<file path="config.mk">
export PLATFORM = sky130hd
export DESIGN_NAME = down_timer_ctrl
export DESIGN_NICKNAME = d
export VERILOG_FILES = /design/src/rtl/down_timer_ctrl.sv
export SDC_FILE = /design/constraint.sdc
export NUM_CORES = 1
export LEC_CHECK = 0
export ABC_AREA = 1
export BUFFER_PORTS_ARGS = -buffer_cell sky130_fd_sc_hd__buf_2
export CAP_MARGIN = 20
export CORE_MARGIN = 2
export CORE_UTILIZATION = 35
export DETAILED_ROUTE_END_ITERATION = 7
export HOLD_SLACK_MARGIN = 0.03
export RECOVER_POWER = 25
export SLEW_MARGIN = 5
export SYNTH_ARGS = -nofsm -noshare
export SYNTH_HDL_FRONTEND = slang
export SYNTH_SLANG_ARGS = --single-unit
</file>
<file path="constraint.sdc">
create_clock -name clk -period 1.7 [get_ports clk]
set_input_delay 0.17 -clock clk [delete_from_list [all_inputs] [get_ports clk]]
set_output_delay 0.17 -clock clk [all_outputs]
set_load 0.01 [all_outputs]
</file>
<file path="src/rtl/down_timer_ctrl.sv">
// down_timer_ctrl: tick-prescaled down-count sequencer with pause, abort and auto-reload
module down_timer_ctrl #(
  parameter int WIDTH = 4,
  parameter int PRE_W = 4
) (
  input  logic             clk,
  input  logic             rst,
  input  logic             start_i,
  input  logic             pause_i,
  input  logic             abort_i,
  input  logic [WIDTH-1:0] load_val_i,
  input  logic [PRE_W-1:0] prescale_i,
  input  logic             reload_en_i,
  output logic [WIDTH-1:0] count_o,
  output logic             running_o,
  output logic             paused_o,
  output logic             done_o,
  output logic [1:0]       state_o
);
  typedef enum logic [1:0] {IDLE = 2'b00, RUN = 2'b01, HOLD = 2'b10, DONE = 2'b11} state_t;
  state_t state_q, state_d;
  logic [WIDTH-1:0] count_q, count_d, rld_q, rld_d;
  logic [PRE_W-1:0] pcnt_q, pcnt_d, p_q, p_d;
  always_ff @(posedge clk) begin
    if (rst) begin
      state_q <= IDLE;
      count_q <= '0;
      pcnt_q  <= '0;
      rld_q   <= '0;
      p_q     <= '0;
    end else begin
      state_q <= state_d;
      count_q <= count_d;
      pcnt_q  <= pcnt_d;
      rld_q   <= rld_d;
      p_q     <= p_d;
    end
  end
  // Leaving HOLD counts that edge like RUN, so a pause costs exactly its high cycles
  always_comb begin
    state_d = state_q;
    count_d = count_q;
    pcnt_d  = pcnt_q;
    rld_d   = rld_q;
    p_d     = p_q;
    if (abort_i) begin
      state_d = IDLE;
      count_d = '0;
      pcnt_d  = '0;
    end else begin
      case (state_q)
        IDLE: if (start_i) begin
          rld_d   = load_val_i;
          p_d     = prescale_i;
          count_d = load_val_i;
          pcnt_d  = prescale_i;
          state_d = (load_val_i == '0) ? DONE : RUN;
        end
        RUN, HOLD: if (pause_i) state_d = HOLD;
          else if (pcnt_q == '0 && count_q != '0) begin
            pcnt_d  = p_q;
            count_d = count_q - 1'b1;
            state_d = (count_q == WIDTH'(1)) ? DONE : RUN;
          end else begin
            pcnt_d  = (pcnt_q == '0) ? '0 : pcnt_q - 1'b1;
            state_d = RUN;
          end
        default: if (!reload_en_i) state_d = IDLE;
          else if (rld_q != '0) begin
            count_d = rld_q;
            pcnt_d  = p_q;
            state_d = RUN;
          end
      endcase
    end
  end
  assign count_o   = count_q;
  assign state_o   = state_q;
  assign running_o = state_q == RUN;
  assign paused_o  = state_q == HOLD;
  assign done_o    = state_q == DONE;
endmodule

</file>
Word-level counts from Yosys, hierarchy flattened:

Index checks and enable logic that the tools add are counted.

* register bits after elaboration: 18
* word-level logic and storage cells: 51
* input port bits: 14
* output and inout bits: 9

* reduce and logical (&&, ||, !) cells: 14
* add/sub/neg operators: 2
* bitwise logic cells: 1
* multiplexer cells: 21
* equality and inequality tests: 8

Operator list (number)
* 4-bit 2-to-1 mux: 11
* 4-bit case mux with 2 select lines: 2
* 2-bit 2-to-1 mux: 7
* 4-bit zero test: 2
* 4-bit nonzero test: 2
* 4-bit by 1-bit subtractor with 4-bit output (second input constant): 2
* 2-bit inequality test (second input constant): 3
* 3-bit nonzero test: 2
* 5-bit AND reduction: 1
* 2-bit == test (second input constant): 2
* 4-bit by 1-bit == test with 1-bit output (second input constant): 1
* 4-bit by 1-bit inequality test with 1-bit output (second input constant): 1
* 2-bit case mux with 2 select lines: 1
* 4-bit AND reduction: 1
* 2-bit OR reduction: 2
* 3-bit AND reduction: 1
* 2-bit by 1-bit == test with 1-bit output (second input constant): 1
* 2-bit zero test: 1
* 2-bit AND reduction: 1
* 1-bit logical AND: 1
* 1-bit NOT: 1

Longest topological paths before layout:

Gate-level depths: netlist of run 1.

* depth after elaboration: 5
* gate-level depth with buffers: 11
* gate-level depth less buffers: 10

Worst setup path before layout of run 1:

Ideal clock, no wire load.

* path kind: reg-to-reg
* start: reg state_q[0] (netlist: state_o[0])
* end: reg count_q[2] (netlist: count_o[2])
* path buffers: 1
* arrival: 1527 ps
* library setup time: 113 ps
* cell stages (with the launch flop): 10
* setup slack: 60 ps
* clock period less this slack: 1640 ps
* data required time: 1587 ps
* cells stage by stage: dfxtp_1 inv_1 ha_1 buf_4 a21oi_4 nand3_4 nor2_8 nand2_1 nand2_1 nor2_1

* word-level cells in the longest chain between the ends: 4
* elaborated cells on any way between the ends: 11
* classes of those cells: eq/ne: 5; mux: 1; reduce/logical: 5

RTL lines
* start: declaration: RTL line 21 `state_t state_q, state_d;`
* start signal: assignment: RTL line 32 `state_q <= state_d;`
* 2-bit by 1-bit == test with 1-bit output or 2-bit == test (tied branches): RTL line 51 `case (state_q)`
* 2-bit OR reduction: RTL line 51
* 2-bit inequality test (no source line) or 3-bit nonzero test (tied branches)
* 5-bit AND reduction (no source line)
* end signal: assignment: RTL line 33 `count_q <= count_d;`
* end: declaration: RTL line 22 `logic [WIDTH-1:0] count_q, count_d, rld_q, rld_d;`

Several ways; a longest one is shown, not always the timed one.
A chain may end at the register's enable or synchronous reset.

Worst setup path in the final report of run 1:

* start: reg state_q[1] (netlist: state_o[1])
* end: reg count_q[2] (netlist: count_o[2])

Same word-level chain as after synthesis.

==> metrics.cfg, run 1 <==
[outcome]
status = finished, final reports clean

[global_routing]
grt_start_max_net_pins = 13
antenna_found_initial = 0
grt_usage = 0.1637
grt_first_pass_wirelength_um = 5230
gr-total-overflow = 0
grt_pass1_vias = 1119

[layout]
fin_nets = 230
post-route-util = 0.4278
fillers = 373
drive_above_1_share = 0.2019
n_antenna_cell = 0
area_growth_pct = 16.99

[critical_path]
cp.arrival_ns = 1.83
path_max_fanout = 8
cpPeakStageDelay_ns = 0.43
endpoint = count_o[2]
crit_chain = inv_1, ha_2, nor2_1, nand4_1, nand3_4, nor2_8, nand2_1, nand2_1, nor2_1
worstSetupStartpointType = flop
endpoint_kind = flop
cp-startpoint = state_o[1]
rr_worst_depth = 9
rr_endpoint = count_o[2]
required_ns = 1.91
reg2reg_from = state_o[1]
r2r_slack_ns = 0.08
setup.worst_path.class = reg2reg
cp_slowest_cell = ha_2

[clock_network]
cts_tree = done
numClockSinks = 18
cts-buffers-inserted = 3
clk_latency_ns = 0.31
clk_pin_slew_ns = 0.11
root_buffer = clkbuf_4
cts_max_path_buffers = 2
ctsHtreeMaxLevel = 1

[die]
dieArea_um2 = 4004
die-width_um = 63.28
core_area_um2 = 3363
dieHeight_um = 63.28
io_pins = 23
start_util = 0.3657
rows = 21

[pwr]
power_w = 0.001039
leakage_nw = 0.6289
vdd_drop_max_mv = 0.4498
p_per_area_nw_per_um2 = 721.8

[sta]
fin_crit_sh = 0.9508
timing.final.ws_setup_ns = 0.08365
finalSetupTns_ns = 0
hold_viol_final = 0
drv_slew = 0
finalCriticalPeriod_ns = 1.616
relSlewSlack = 0.7687
timing.fmax_mhz = 618.7
finalSetupViolCount = 0
rsz0062_at_grt = no
tightest_slew_ns = 0.3466
fin_skew_ns = 0.004455

[logic_synthesis]
synth.top_cell.area_share = 0.2930
synth_area_um2 = 1230
ys_types = 29
synth_warnings = 0
synth-seq-area-share = 0.2930
syn-num-nets = 202
synthCells = 181
synth_top_area_cell = dfxtp_1
synth_area_per_cell_um2 = 6.795
synth.area.top_cells = dfxtp_1, nand2_1, ha_1
synth-seq-cells = 18

[detailed_routing]
detail_route.wl_per_cell_um = 11.60
drt-pass1-iter-count = 4
routed_wl_um = 2947
vias_per_cell = 4.890
drt_iter0_markers = 55
ant_nets = 0
drc_errors = 0
num_vias = 1242

[placed_design]
place_congestion = 0.8227
port_buffers = 22
place_hpwl_um = 2343
post-place-ws_ns = 0.04886

[min_path]
hold_path_class = in2reg

[job]
maxCapViolCount = 0

[worst min-delay path by stage]
stage | slack [ns] | end | cells past startpoint | from
after floorplan | 0.32 | p_q[0] | 2 | prescale_i[0]
after global placement | 0.44 | p_q[3] | 3 | prescale_i[3]
after detailed placement | 0.45 | p_q[1] | 3 | prescale_i[1]
after CTS | 0.11 | p_q[1] | 3 | prescale_i[1]
after global routing | 0.13 | p_q[1] | 3 | prescale_i[1]
final | 0.11 | p_q[1] | 3 | prescale_i[1]
[worst max-delay path, delay by kind of cell, from the launching register on]
family / cells / cell delay [ns]
and+or+nand+nor: 7 / 0.69
DFF: 1 / 0.34
buffers and inverters: 1 / 0.06
adders and majority gates: 1 / 0.43
[registers in the layout, summed over array words and instances (netlist names)]
name	flops
count_o	4
p_q	4
pcnt_q	4
rld_q	4
state_o	2
[placed cells by master (no fill, tap or decap), types with 2 or more instances in the layout]
cell / instances
nand2_1: 44
clkbuf_1: 6
a21oi_1: 17
a211oi_1: 3
nor2_4: 3
o22ai_1: 2
nor2_1: 23
nand2_2: 2
o21ai_1: 3
clkbuf_4: 3
nand4_1: 3
ha_1: 6
buf_4: 5
inv_2: 4
inv_1: 16
a21oi_4: 2
nand3_1: 9
buf_2: 17
dfxtp_1: 18
o21ai_0: 11
[per-stage QoR]
| step | cell area, um^2 | hold slack (ns) | std cells |
|---|---|---|---|
| after floorplan | 1230 | 0.3173 | 181 |
| after global placement | 1410 | 0.4392 | 250 |
| after detailed placement | 1410 | 0.4451 | 250 |
| after CTS | 1446 | 0.1090 | 254 |
| after global routing | 1439 | 0.1285 | 254 |
| final | 1439 | 0.1148 | 254 |
[synthesized netlist by cell type]
master    instances
clkinv_4          1
nand4_1           3
clkbuf_1          1
buf_4             1
o21ai_0          11
nand3_4           1
buf_2             2
inv_1            16
a21boi_0          1
o21ai_1           3
nor2_1           23
o22ai_1           2
o211ai_1          1
nand3_1           9
a21o_1            1
a211oi_1          3
nand2_2           2
a21oi_1          17
buf_6             1
dfxtp_1          18
xnor2_1           1
nor2_8            1
a21oi_4           2
clkinv_1          1
ha_1              7
nor2_4            3
a21oi_2           1
inv_2             4
nand2_1          44
[power by group]
group	leakage, nW	switching [W]	internal [W]
Combinational	0.461	0.000186	0.000110
Sequential	0.147	0.0000191	0.000446
Clock	0.0210	0.000146	0.000131
Total	0.629	0.000352	0.000687
[per-layer routing]
layer  global-route usage  share of wire
met1               0.2248           0.50
met2               0.2566           0.43
met3              0.01607          0.053
met4              0.07880          0.020
met5                    0              0
[area by class of cell]
type	count	area, um^2	share of cell area
clock buffers	4	36.28	0.02522
repair buffers	28	145.1	0.1009
inverters	22	87.58	0.06087
well taps	46	57.56	0.04000
flip-flops and latches	18	360.3	0.2504
multi-input cells	136	752.0	0.5226
[cell families (layout without fill, tap and decap cells)]
| group | after synthesis | count (layout) | synth area share |
|---|---|---|---|
| AOI/OAI and AO/OA | 42 | 42 | 0.2065 |
| xor gates and xnor gates | 1 | 1 | 0.007122 |
| adders and majority gates | 7 | 7 | 0.07121 |
| DFF | 18 | 18 | 0.2930 |
| buffers and inverters | 27 | 54 | 0.09766 |
| and+or+nand+nor | 86 | 86 | 0.3245 |
[timing repair]
action | 4_1_cts | 5_1_grt
setup buffers | 0 | 0
setup endpoints to repair | 0 | 10
hold buffers | 0 | 0
resized for setup | 0 | 1
No activity file was read; power rests on OpenSTA's default activity.
==> inputs of run 2 (changes only) <==
--- a/config.mk
+++ b/config.mk
@@ -5,7 +5,6 @@
 export SDC_FILE = /design/constraint.sdc
 export NUM_CORES = 1
 export LEC_CHECK = 0
-export ABC_AREA = 1
 export BUFFER_PORTS_ARGS = -buffer_cell sky130_fd_sc_hd__buf_2
 export CAP_MARGIN = 20
 export CORE_MARGIN = 2
==> run 2 against run 1 <==
Compared with the run above: the run now ends with negative setup slack left; synthesized cell count shrank 28%; largest power group unchanged; non-clock buffer count grew 14; design area grew 4.8%; clock skew grew 0.0031 ns.
==> metrics.cfg, run 2 <==
[detailed_routing]
detail_route.wl_per_cell_um = 13.58  ; was 11.60 um
drt_iter0_markers = 73  ; was 55
drc_errors = 0  ; unchanged
drt-pass1-iter-count = 4  ; unchanged
vias_per_cell = 5.219  ; was 4.890
num_vias = 1122  ; was 1,242
ant_nets = 0  ; unchanged
routed_wl_um = 2920  ; was 2947 um

[logic_synthesis]
synth.area.top_cells = dfxtp_1, mux2i_1, ha_1  ; was dfxtp_1, nand2_1, ha_1
async_flop_share = 0  ; unchanged
synth_flop_cell = dfxtp_1  ; unchanged
synth_top_area_cell = dfxtp_1  ; unchanged
netlist_top_cells_count = dfxtp_1, nor2_1, mux2i_1, nand2_1, inv_1  ; was nand2_1, nor2_1, dfxtp_1, a21oi_1, inv_1
synth-seq-area-share = 0.3144  ; was 0.2930
ys_types = 40  ; was 29
synth_warnings = 0  ; unchanged
synth_area_per_cell_um2 = 8.749  ; was 6.795 um^2
synth_area_um2 = 1146  ; was 1230 um^2
synth.top_cell.area_share = 0.3144  ; was 0.2930
synth_edf_count = 0  ; unchanged
syn-num-nets = 152  ; was 202
synth-seq-cells = 18  ; unchanged
synthCells = 131  ; was 181
yosysMostFrequentCell = dfxtp_1  ; was nand2_1

[pwr]
leakage_nw = 0.6990  ; was 0.6289 nW
p_per_area_nw_per_um2 = 700.9  ; was 721.8 nW/um^2
vdd_drop_max_mv = 0.4550  ; was 0.4498 mV

[clock_network]
cts_tree = done  ; unchanged
cts-buffers-inserted = 3  ; unchanged
clk_latency_ns = 0.30  ; was 0.31 ns
hold_buffers = 0  ; unchanged
root_buffer = clkbuf_4  ; unchanged
numClockSinks = 18  ; unchanged
cts_max_path_buffers = 2  ; unchanged
clk_pin_slew_ns = 0.11  ; about the same
ctsHtreeMaxLevel = 1  ; unchanged

[sta]
rsz0062_at_grt = yes  ; was no
timing.fmax_mhz = 571.7  ; was 618.7 MHz
fin_skew_ns = 0.007593  ; was 0.004455 ns
relSlewSlack = 0.7749  ; was 0.7687
finalCriticalPeriod_ns = 1.749  ; was 1.616 ns
hold_viol_final = 0  ; unchanged
fin_crit_sh = 1.029  ; was 0.9508
drv_slew = 0  ; unchanged
timing.final.ws_setup_ns = -0.04932  ; was 0.08365 ns
tightest_slew_ns = 0.3346  ; was 0.3466 ns
finalSetupViolCount = 3  ; was 0

[die]
rows = 20  ; was 21
die-width_um = 61.23  ; was 63.28 um
dieArea_um2 = 3749  ; was 4004 um^2
dieHeight_um = 61.23  ; was 63.28 um
io_pins = 23  ; unchanged
start_util = 0.3724  ; was 0.3657
core_area_um2 = 3078  ; was 3363 um^2

[global_routing]
busiest_layer = met2  ; unchanged
use_met2 = 0.2903  ; was 0.2566
grt_usage = 0.1758  ; was 0.1637
grt_start_max_net_pins = 14  ; was 13
grt_first_pass_wirelength_um = 4919  ; was 5230 um
antenna_found_initial = 0  ; unchanged
grt_pass1_vias = 1087  ; was 1,119
grt.met3_usage = 0.03361  ; was 0.01607
grt_use_met1 = 0.2288  ; was 0.2248
gr-total-overflow = 0  ; unchanged

[min_path]
whs_endpoint = p_q[0]  ; was p_q[1]
worstHoldStart = prescale_i[0]  ; was prescale_i[1]
whs_path_depth = 3  ; unchanged
hold_path_class = in2reg  ; unchanged

[layout]
post-route-util = 0.4898  ; was 0.4278
fin_nets = 193  ; was 230
final_cell_mix = buf_2, buf_4, dfxtp_1, nor2_1, mux2i_1  ; was nand2_1, nor2_1, dfxtp_1, a21oi_1, buf_2
area_growth_pct = 31.55  ; was 16.99%
layout_commonest_cell = buf_2  ; was nand2_1
drive_above_1_share = 0.3860  ; was 0.2019
n_antenna_cell = 0  ; unchanged

[critical_path]
cpPeakStageDelay_ns = 0.54  ; was 0.43 ns
rr_worst_depth = 5  ; was 9
path_buf_inv = 0  ; was 1
rr_endpoint = count_o[0]  ; was count_o[2]
worstSetupStartpointType = flop  ; unchanged
cp_slowest_cell = or4_4  ; was ha_2
cp.arrival_ns = 1.95  ; was 1.83 ns
reg2reg_from = rld_q[3]  ; was state_o[1]
path_max_fanout = 5  ; was 8
endpoint_kind = flop  ; unchanged
r2r_slack_ns = -0.05  ; was 0.08 ns
setup.worst_path.class = reg2reg  ; unchanged
crit_cells = 5  ; was 9
cp_top_family = simple AND/OR/NAND/NOR gates  ; unchanged
required_ns = 1.90  ; was 1.91 ns
cp-startpoint = rld_q[3]  ; was state_o[1]
crit_chain = or4_4, or3_4, nand3b_4, mux2i_1, nor2_1  ; was inv_1, ha_2, nor2_1, nand4_1, nand3_4, nor2_8, nand2_1, nand2_1, nor2_1

[placed_design]
port_buffers = 22  ; unchanged
place_hpwl_um = 2283  ; was 2343 um
place_congestion = 0.8416  ; was 0.8227
post-place-ws_ns = -0.03050  ; was 0.04886 ns

[job]
maxCapViolCount = 0  ; unchanged

[outcome]
status = complete, but fails checks  ; was finished, final reports clean
violations = negative setup slack

==> run 2: cell types whose count changed after synthesis, moves of 3 or more <==
cell	change
clkbuf_1	+3
nor2_4	-3
inv_1	-8
inv_2	-4
a21oi_1	-11
nand4_1	-3
mux2i_1	+12
o21ai_0	-4
nor2_1	-8
o21ai_1	-3
a22oi_1	+4
nand2_1	-34
nand3_1	-6
==> run 2: worst max path at each step <==
stage / slack (ns) / to
floorplan: 0.02 / pcnt_q[1]
global placement: -0.04 / count_o[2]
detailed placement: -0.03 / count_o[0]
CTS: -0.05 / count_o[0]
global route: -0.11 / count_o[2]
finish: -0.05 / count_o[0]
==> run 2: area by class of cell <==
cell class,count,area [um^2]
Fill cell,309,1570
Multi-Input combinational cell,99,772.0
Sequential cell,18,361.6
Timing Repair Buffer,42,252.7
Tap cell,44,55.05
Clock buffer,4,36.28
Inverter,8,30.03
==> run 2: logic make-up after synthesis <==
logic type               after synthesis  synth area share
AND/OR/NAND/NOR                       46            0.2358
AO/OA/AOI/OAI                         32            0.2031
flip-flops                            18            0.3144
buffers and inverters                 14           0.05021
multiplexers                          12            0.1048
adder cells (fa/ha/maj)                7           0.07642
XOR/XNOR                               2           0.01529
==> run 2: report_power, final <==
| part | internal, W | switching (W) | leakage (nW) |
|---|---|---|---|
| Sequential | 0.000445 | 0.0000197 | 0.147 |
| Clock | 0.000130 | 0.000139 | 0.0210 |
| Combinational | 0.000158 | 0.000165 | 0.531 |
==> run 2: worst min-delay path, delay by kind of cell <==
family | cells | cell delay (ns)
AND/OR/NAND/NOR | 1 | 0.07
buffers and inverters | 1 | 0.09
multiplexers | 1 | 0.06
==> run 2: per-layer routing <==
| layer | vias to the layer above | part of all wire |
|---|---|---|
| met5 | - | 0 |
| met4 | 0 | 0.0099 |
| met3 | 4 | 0.036 |
| met2 | 23 | 0.48 |
| met1 | 543 | 0.47 |
| li1 | 552 | - |
==> run 2: stage by stage <==
| step | instances | total power, W | hold slack (ns) | TNS, ns | area, um^2 |
|---|---|---|---|---|---|
| after floorplan | 131 | 0.0006744 | 0.3139 | 0 | 1167 |
| after global placement | 210 | 0.0007756 | 0.4196 | -0.09463 | 1448 |
| after detailed placement | 210 | 0.0007820 | 0.4268 | -0.09549 | 1448 |
| after CTS | 215 | 0.001068 | 0.1046 | -0.1390 | 1501 |
| after global routing | 215 | 0.001128 | 0.1170 | -0.5086 | 1508 |
| final | 215 | 0.001057 | 0.1176 | -0.1295 | 1508 |
==> run 2: repair_timing <==
action,in CTS,in global routing
gates resized for setup,5,5
setup endpoints to repair,7,8
pin swaps,1,5
setup buffers,1,0
endpoints found under the hold margin,0,0
